## config.mk

```make
export PLATFORM = sky130hd
export DESIGN_NAME = mem_arbiter
export DESIGN_NICKNAME = d
export VERILOG_FILES = /design/src/rtl/mcu_pkg.sv /design/src/rtl/arb_select.sv /design/src/rtl/mem_arbiter.sv
export SDC_FILE = /design/constraint.sdc
export NUM_CORES = 1
export LEC_CHECK = 0
export CORE_MARGIN = 2
export CORE_UTILIZATION = 40
export CTS_BUF_LIST = sky130_fd_sc_hd__clkbuf_8
export DETAILED_ROUTE_END_ITERATION = 10
export GPL_ROUTABILITY_DRIVEN = 0
export MAX_ROUTING_LAYER = met4
export PLACE_DENSITY = 0.87
export SETUP_SLACK_MARGIN = 0.15
export SKIP_CTS_REPAIR_TIMING = 1
export SYNTH_ARGS = -nofsm -noshare
export SYNTH_HDL_FRONTEND = slang
export SYNTH_SLANG_ARGS = --single-unit
```

## constraint.sdc

```tcl
create_clock -name clk -period 2.18 [get_ports clk]
set_clock_uncertainty 0.2 [all_clocks]
set_input_delay 0.218 -clock clk [delete_from_list [all_inputs] [get_ports clk]]
set_output_delay 0.218 -clock clk [all_outputs]
set_load 0.1 [all_outputs]
```

## src/rtl/mcu_pkg.sv

```systemverilog
// Shared definitions for the memory arbiter.
//   arb_state_t    : arbiter FSM state encoding
//   OWN_NONE/CPU/DBG : values driven on the owner output
//   BURST_W        : width of the consecutive-grant counter
//   other_owner()  : the requester that is not the given owner
package mcu_pkg;

    typedef enum logic [2:0] {
        ST_IDLE     = 3'd0,
        ST_CPU_ACC  = 3'd1,
        ST_CPU_RESP = 3'd2,
        ST_DBG_ACC  = 3'd3,
        ST_DBG_RESP = 3'd4
    } arb_state_t;

    localparam logic [1:0] OWN_NONE = 2'b00;
    localparam logic [1:0] OWN_CPU  = 2'b01;
    localparam logic [1:0] OWN_DBG  = 2'b10;

    localparam int BURST_W = 4;

    function automatic logic [1:0] other_owner(input logic [1:0] own);
        return (own == OWN_CPU) ? OWN_DBG : OWN_CPU;
    endfunction

endpackage

```

## src/rtl/arb_select.sv

```systemverilog
// Combinational winner selection between the CPU and debug requesters.
// Build option: MEM_ARB_RR_EN defined -> ties go to the requester not
// served last; undefined -> ties go to the CPU.
// Ports:
//   cpu_req_i, dbg_req_i : pending requests
//   last_owner_i         : requester granted most recently (OWN_CPU/OWN_DBG)
//   burst_cnt_i          : consecutive grants to last_owner_i
//   grant_o              : OWN_NONE / OWN_CPU / OWN_DBG
module arb_select
    import mcu_pkg::*;
#(
    parameter int MAX_BURST = 4
) (
    input  logic               cpu_req_i,
    input  logic               dbg_req_i,
    input  logic [1:0]         last_owner_i,
    input  logic [BURST_W-1:0] burst_cnt_i,
    output logic [1:0]         grant_o
);

    always_comb begin
        grant_o = OWN_NONE;
        if (cpu_req_i && dbg_req_i) begin
            // Burst limit overrides the tie rule so neither side starves.
            if (burst_cnt_i == BURST_W'(MAX_BURST)) begin
                grant_o = other_owner(last_owner_i);
            end else begin
`ifdef MEM_ARB_RR_EN
                grant_o = other_owner(last_owner_i);
`else
                grant_o = OWN_CPU;
`endif
            end
        end else if (cpu_req_i) begin
            grant_o = OWN_CPU;
        end else if (dbg_req_i) begin
            grant_o = OWN_DBG;
        end
    end

endmodule

```

## src/rtl/mem_arbiter.sv

```systemverilog
// Two-port (CPU / debug loader) arbiter in front of a single-port
// synchronous-read memory. Each access takes two cycles: address phase
// (ACC) then response phase (RESP, ack pulse). Back-to-back accesses
// go RESP -> ACC without an idle cycle.
// Build option: MEM_ARB_RR_EN selects round-robin tie breaking (see
// arb_select); default is fixed CPU priority.
// Ports:
//   clk, reset                  : clock, async active-high reset
//   cpu_* / dbg_*               : requester ports (req held until ack)
//   mem_addr/mem_wdata/mem_we   : memory command
//   mem_rdata                   : memory data, one cycle after address
//   owner                       : 00 none, 01 CPU, 10 debug
//
// state        | meaning
// ST_IDLE      | no access, memory bus parked at 0
// ST_CPU_ACC   | CPU address/data on memory bus
// ST_CPU_RESP  | CPU ack, read data returned, next grant decided
// ST_DBG_ACC   | debug address/data on memory bus
// ST_DBG_RESP  | debug ack, read data returned, next grant decided
module mem_arbiter
    import mcu_pkg::*;
#(
    parameter int ADDR_W    = 8,
    parameter int DATA_W    = 8,
    parameter int MAX_BURST = 4
) (
    input  logic              clk,
    input  logic              reset,
    input  logic              cpu_req,
    input  logic              cpu_we,
    input  logic [ADDR_W-1:0] cpu_addr,
    input  logic [DATA_W-1:0] cpu_wdata,
    output logic              cpu_ack,
    output logic [DATA_W-1:0] cpu_rdata,
    input  logic              dbg_req,
    input  logic              dbg_we,
    input  logic [ADDR_W-1:0] dbg_addr,
    input  logic [DATA_W-1:0] dbg_wdata,
    output logic              dbg_ack,
    output logic [DATA_W-1:0] dbg_rdata,
    output logic [ADDR_W-1:0] mem_addr,
    output logic [DATA_W-1:0] mem_wdata,
    output logic              mem_we,
    input  logic [DATA_W-1:0] mem_rdata,
    output logic [1:0]        owner
);

    arb_state_t         state_q;
    logic [BURST_W-1:0] burst_q, burst_d;
    logic [1:0]         last_q;
    logic               acc_we_q;
    logic [1:0]         owner_q;
    logic [ADDR_W-1:0]  mem_addr_q;
    logic [DATA_W-1:0]  mem_wdata_q;
    logic               mem_we_q;
    logic               cpu_ack_q;
    logic               dbg_ack_q;

    logic [1:0]         grant;
    logic               sel_we;
    logic [ADDR_W-1:0]  sel_addr;
    logic [DATA_W-1:0]  sel_wdata;

    arb_select #(.MAX_BURST(MAX_BURST)) u_select (
        .cpu_req_i    (cpu_req),
        .dbg_req_i    (dbg_req),
        .last_owner_i (last_q),
        .burst_cnt_i  (burst_q),
        .grant_o      (grant)
    );

    assign sel_we    = (grant == OWN_DBG) ? dbg_we    : cpu_we;
    assign sel_addr  = (grant == OWN_DBG) ? dbg_addr  : cpu_addr;
    assign sel_wdata = (grant == OWN_DBG) ? dbg_wdata : cpu_wdata;

    // Count saturates at MAX_BURST so the limit compare stays an equality.
    always_comb begin
        burst_d = BURST_W'(1);
        if (grant == last_q) begin
            burst_d = (burst_q == BURST_W'(MAX_BURST)) ? burst_q : burst_q + BURST_W'(1);
        end
    end

    always_ff @(posedge clk or posedge reset) begin
        if (reset) begin
            state_q     <= ST_IDLE;
            burst_q     <= '0;
            last_q      <= OWN_DBG;
            acc_we_q    <= 1'b0;
            owner_q     <= OWN_NONE;
            mem_addr_q  <= '0;
            mem_wdata_q <= '0;
            mem_we_q    <= 1'b0;
            cpu_ack_q   <= 1'b0;
            dbg_ack_q   <= 1'b0;
        end else begin
            mem_we_q  <= 1'b0;
            cpu_ack_q <= 1'b0;
            dbg_ack_q <= 1'b0;
            case (state_q)
                ST_CPU_ACC: begin
                    state_q   <= ST_CPU_RESP;
                    cpu_ack_q <= 1'b1;
                end
                ST_DBG_ACC: begin
                    state_q   <= ST_DBG_RESP;
                    dbg_ack_q <= 1'b1;
                end
                ST_IDLE, ST_CPU_RESP, ST_DBG_RESP: begin
                    if (grant == OWN_NONE) begin
                        state_q     <= ST_IDLE;
                        owner_q     <= OWN_NONE;
                        mem_addr_q  <= '0;
                        mem_wdata_q <= '0;
                        acc_we_q    <= 1'b0;
                        burst_q     <= '0;
                    end else begin
                        state_q     <= (grant == OWN_DBG) ? ST_DBG_ACC : ST_CPU_ACC;
                        owner_q     <= grant;
                        mem_addr_q  <= sel_addr;
                        mem_wdata_q <= sel_wdata;
                        mem_we_q    <= sel_we;
                        acc_we_q    <= sel_we;
                        burst_q     <= burst_d;
                        last_q      <= grant;
                    end
                end
                default: begin
                    state_q     <= ST_IDLE;
                    owner_q     <= OWN_NONE;
                    mem_addr_q  <= '0;
                    mem_wdata_q <= '0;
                    acc_we_q    <= 1'b0;
                    burst_q     <= '0;
                end
            endcase
        end
    end

    assign cpu_ack   = cpu_ack_q;
    assign dbg_ack   = dbg_ack_q;
    assign mem_addr  = mem_addr_q;
    assign mem_wdata = mem_wdata_q;
    assign mem_we    = mem_we_q;
    assign owner     = owner_q;
    // Read data arrives from memory during RESP, so it is passed through.
    assign cpu_rdata = (cpu_ack_q && !acc_we_q) ? mem_rdata : '0;
    assign dbg_rdata = (dbg_ack_q && !acc_we_q) ? mem_rdata : '0;

endmodule
```

======== After elaboration in Yosys (flattened, before gate mapping) ========
Index checks and enable logic that the tools add are counted.
operators by class
  $add $sub $neg .......................... 1
  reduce and logical (&&, ||, !) cells .... 10
  equal/unequal tests ..................... 9
  mux-type cells .......................... 28
  bitwise logic cells ..................... 2
operators by type and width
  operator                                              count
  2-to-1 mux 8 bit                                      6
  one-hot mux 8 bit (2 select lines)                    2
  2-to-1 mux 2 bit                                      8
  2-to-1 mux 4 bit                                      3
  one-hot mux 3 bit (3 select lines)                    1
  one-hot mux 4 bit (2 select lines)                    1
  equality test 3 x 2 -> 1 bit (second input constant)  2
  2-to-1 mux 1 bit                                      5
  adder 4 x 1 -> 4 bit (second input constant)          1
  equality test 4 x 3 -> 1 bit (second input constant)  1
  inequality test 4 bit (second input constant)         1
  one-hot mux 2 bit (2 select lines)                    1
  AND reduction 2 bit                                   2
  equality test 3 x 1 -> 1 bit (second input constant)  1
  equality test 3 bit (second input constant)           1
  logical AND 1 bit                                     3
  zero test 3 bit                                       1
  OR reduction 3 bit                                    1
  equality test 2 x 1 -> 1 bit (second input constant)  1
  equality test 2 bit                                   1
  equality test 2 bit (second input constant)           1
  zero test 2 bit                                       1
  inverter 1 bit                                        2
  one-hot mux 1 bit (2 select lines)                    1
  2 further kinds                                       2
word-level totals
  bits of input ports ..................... 46
  output and inout bits ................... 37
  logic and storage cells ................. 60
  register bits after elaboration ......... 31

======== Logic depth before layout (Yosys ltp) ========
  word-level depth ........................ 8
  depth in mapped cells ................... 7
  mapped depth without buffers ............ 6

======== Hierarchy ========
Synthesis repeated with hierarchy kept, for this count alone.
second synthesis, totals
  cells, all modules ...................... 155
  area, all modules ....................... 1,524.0 um2
by module, submodules not included
  module       cells each  sequential area each (um2)  instances  area an instance (um2)
  mem_arbiter  149         777.0                       1          1,468.9
  arb_select   6           0.0                         1          55.1

======== Least setup slack after synthesis ========
Ideal clock, no wire load.
  path kind ............................... register -> output
  from .................................... register cpu_ack_q (netlist: cpu_ack)
  to ...................................... output cpu_rdata[0]
  cell stages (with the launch flop) ...... 3
  required time ........................... 1.762 ns
  slack ................................... -0.275 ns
  path buffers ............................ 0
  data arrival time ....................... 2.037 ns
  cell sequence ........................... dfrtp_1 -> nor2b_1 -> and2_1
between the ends
  cells in the longest elaborated chain, start to end .. 2
ends and longest elaborated chain
  element                   line                RTL
  start: declaration        mem_arbiter.sv:56   logic cpu_ack_q;
  start signal: assignment  mem_arbiter.sv:94   cpu_ack_q <= 1'b0;
  start signal: assignment  mem_arbiter.sv:98   cpu_ack_q <= 1'b0;
  start signal: assignment  mem_arbiter.sv:103  cpu_ack_q <= 1'b1;
  logical AND 1 bit         mem_arbiter.sv:147  assign cpu_rdata = (cpu_ack_q && !acc_we_q) ? mem_rdata : '0;
  2-to-1 mux 8 bit          mem_arbiter.sv:147
  end: declaration          mem_arbiter.sv:34   output logic [DATA_W-1:0] cpu_rdata,
No other way between the ends.

======== Worst setup path after layout ========
  from .................................... register burst_q[0]
  to ...................................... register mem_addr_q[5] (netlist: mem_addr[5])
between the ends
  cells in the longest elaborated chain, start to end .. 7
  elaborated cells on any way between the ends .. 8
  those cells by class .................... eq/ne (2); mux (5); reduce/logical (1)
ends and longest elaborated chain
  element                               line                RTL
  start: declaration                    mem_arbiter.sv:49   logic [BURST_W-1:0] burst_q, burst_d;
  start signal: assignment              mem_arbiter.sv:124  burst_q <= burst_d;
  equality test 4 x 3 -> 1 bit *        arb_select.sv:25    if (burst_cnt_i == BURST_W'(MAX_BURST)) begin
  2-to-1 mux 2 bit *                    arb_select.sv:25
  2-to-1 mux 2 bit *                    arb_select.sv:23    if (cpu_req_i && dbg_req_i) begin
  equality test 2 bit                   mem_arbiter.sv:73   assign sel_addr = (grant == OWN_DBG) ? dbg_addr : cpu_addr;
  2-to-1 mux 8 bit                      mem_arbiter.sv:73
  2-to-1 mux 8 bit *                    mem_arbiter.sv:110  if (grant == OWN_NONE) begin
  one-hot mux 8 bit (2 select lines) *  mem_arbiter.sv:100  case (state_q)
  end signal: assignment                mem_arbiter.sv:120  mem_addr_q <= sel_addr;
  end: declaration                      mem_arbiter.sv:53   logic [ADDR_W-1:0] mem_addr_q;
Mark *: on every way between the ends. The rest lies on a longest branch, timed or not.
A chain may end at the register's enable or synchronous reset.

==> out/results.ini <==
[finish]
area_delta_synth_final_pct=72.6
instances_no_fill=284
drive_gt1_share_pct=35.5
multi_input_area_um2=801
antenna_cells=0
fillCellCount=285
final-seq-area_um2=779
nNetsFinal=281
postLayoutCellArea_mm2=0.00277

[timing]
setup_tns_ns=0
fmax_ghz=0.500
slew-limit-headroom_pct=56.0
finalHoldViolations=0
finalWorstSetupSlack_ns=0.181
rsz0062_at_grt=no
timing.final.crit_share_pct=91.7
worst_slew_pin_slew_ns=0.657
timing.hold.ws_ns=0.0505
setup_violations=0
period_minus_slack_ns=2.00
drv_slew=0

[grt]
antenna_found_initial=0
grt_max_degree=22
first_global_vias=1409
gr-total-overflow=0
grtUsageTotal_pct=20.3
grt_pass1_wl_um=6620

[floorplanning]
initial_core_util_pct=41.0
die-area_mm2=0.00453
core_mm2=0.00391
rows=23
die_w_um=67.3
die-height_um=67.3
io_pins=83

[placement]
port_buffers=82
dp_slack_ns=0.0901
post_dp_cell_area_mm2=0.00260
placedCellCount=272
hpwl_um=3210

[yosys]
synth_top_area_share_pct=46.8
synth_xor_area_share_pct=0
synth-adder-area-share_pct=1.56
yosysTopAreaCell=dfrtp_1
synthFlopType=dfrtp_1
synth_async_sr_flop_share_pct=100
netlist_area_mm2=0.00160
yosysMostFrequentCell=dfrtp_1
ys_seq_area_share_pct=48.5
synth_warnings=0
synth_top_family_by_area=compound AO/OA/AOI/OAI gates
ys_types=36
syn_inst=143
avgSynthCellArea_um2=11.2
ys_top_cells_by_count=dfrtp_1 (30), a21o_1 (20), and2_1 (18)
synth_edf_count=0
synth_seq_cells=31
muxShareOfSynthArea_pct=0
yosys-top-cells-area=dfrtp_1 (47%), a21o_1 (9.4%), a22o_1 (9.3%)
synthSimpleGateAreaFrac_pct=15.8
synth-compound-area-share_pct=28.3
syn-num-nets=191

[power_and_ir_drop]
powerDensity_mw_per_mm2=1600
leakagePower_nw=1.38
p_sw_share_pct=56.1
p_comb_share_pct=66.8
peakVddDrop_v=0.00145
internal-power_mw=1.95
sequentialPowerShare_pct=21.7
p_switching_mw=2.49
p_clk_share_pct=11.5

[critical_path]
crit_fanout=9
rrSetupSlack_ns=0.18
r2r-start=burst_q[0]
r2r_cells=6
endpoint=mem_addr[5]
crit_path_end_kind=flop
arrival_ns=1.97
r2r_end=mem_addr[5]
start_kind=flop
critPathKind=flop to flop
setup.worst_path.start=burst_q[0]
crit_required_ns=2.16

[flow_run]
maxCapViolations=0

[route]
wire_per_inst_um=16.7
drc=0
drt-pass1-iter-count=4
antenna_left=0
vias=1540
initialDrtViolationCount=37
viasPerCell=5.42
routed_wirelength_um=4750

[clock_network]
cts-buffers-inserted=5
cts_num_sinks=31
cts_tree=yes
cts_root_buf=clkbuf_8
htreeDepth=2
clock_latency_ns=0.28
clkTransAtPathRegs_ns=0.07
cts.path.max_buffers=2

[hold_path]
min_path_type=input port to asynchronous set/reset pin

[run_status]
run_status=finished clean

[power by group through the flow]
| stage | logic, mW | clock network [mW] | registers (mW) |
|---|---|---|---|
| floorplan | 1.05 | 0 | 2.03 |
| global placement | 2.85 | 0 | 0.950 |
| detailed placement | 2.89 | 0 | 0.954 |
| CTS | 2.89 | 0.515 | 0.952 |
| global route | 3.08 | 0.540 | 0.986 |
| finish | 2.96 | 0.511 | 0.961 |
[worst min path at each step]
stage	startpoint	to	slack, ns	cells past startpoint
after detailed placement	owner[0]	owner[0]	0.27	1
after global routing	reset	mem_wdata[5]	0.12	2
after floorplan	reset	acc_we_q	0.12	1
after global placement	owner[0]	owner[0]	0.27	1
after CTS	reset	mem_addr[3]	0.05	2
final	reset	mem_addr[0]	0.05	2
[layout make-up]
class                   count  area share, %
clock buffers               7           3.48
flip-flops and latches     31           28.2
well taps                  50           2.26
inverters                   7          0.950
multi-input cells          99           28.9
clock inverters             1          0.271
repair buffers             89           35.9
[placed cells by master, fill, tap and decap left out, types with 2 or more instances in the layout]
cell	count
buf_4	27
nor2b_2	2
and2_1	2
clkbuf_8	7
dfrtp_2	2
inv_1	7
and2_2	16
clkdlybuf4s50_1	45
o21ai_0	3
dfrtp_1	28
nor2b_1	2
buf_12	17
nand2_1	2
o311a_4	3
a22o_1	17
a31oi_1	3
o21bai_1	2
a21o_1	20
nor2_1	2
nor3_1	2
a21oi_1	4
[critical path, stage by stage, from the launching register on]
cell,delay [ns]
dfrtp_1,0.42
inv_1,0.10
ha_2,0.22
nand3b_4,0.15
o311a_4,0.39
a22o_1,0.25
a21o_1,0.15
[per-stage QoR]
stage,power (mW),util (%)
final,4.43,70.7
after detailed placement,3.84,66.4
after global routing,4.60,70.7
after global placement,3.80,66.4
after CTS,4.36,69.1
after floorplan,3.08,-
[per-layer routing]
metal	part of all wire, %	track usage (%)
met5	0	-
met4	1.4	7.65
met3	8.2	5.67
met2	54	34.2
met1	37	23.0
[registers in the layout, indices dropped and copies added, names as in the netlist, 2 cells and up]
register,cells
mem_addr,8
last_q,2
state_q,3
owner,2
mem_wdata,8
burst_q,4
[kinds of logic (layout without fill, tap and decap cells)]
kind of cell,count (synthesis),in the layout
compound gates,57,59
fa+ha+maj,2,2
buf+inv,15,104
flops,31,31
simple gates,38,38
Power figures use the tool's default switching activity.
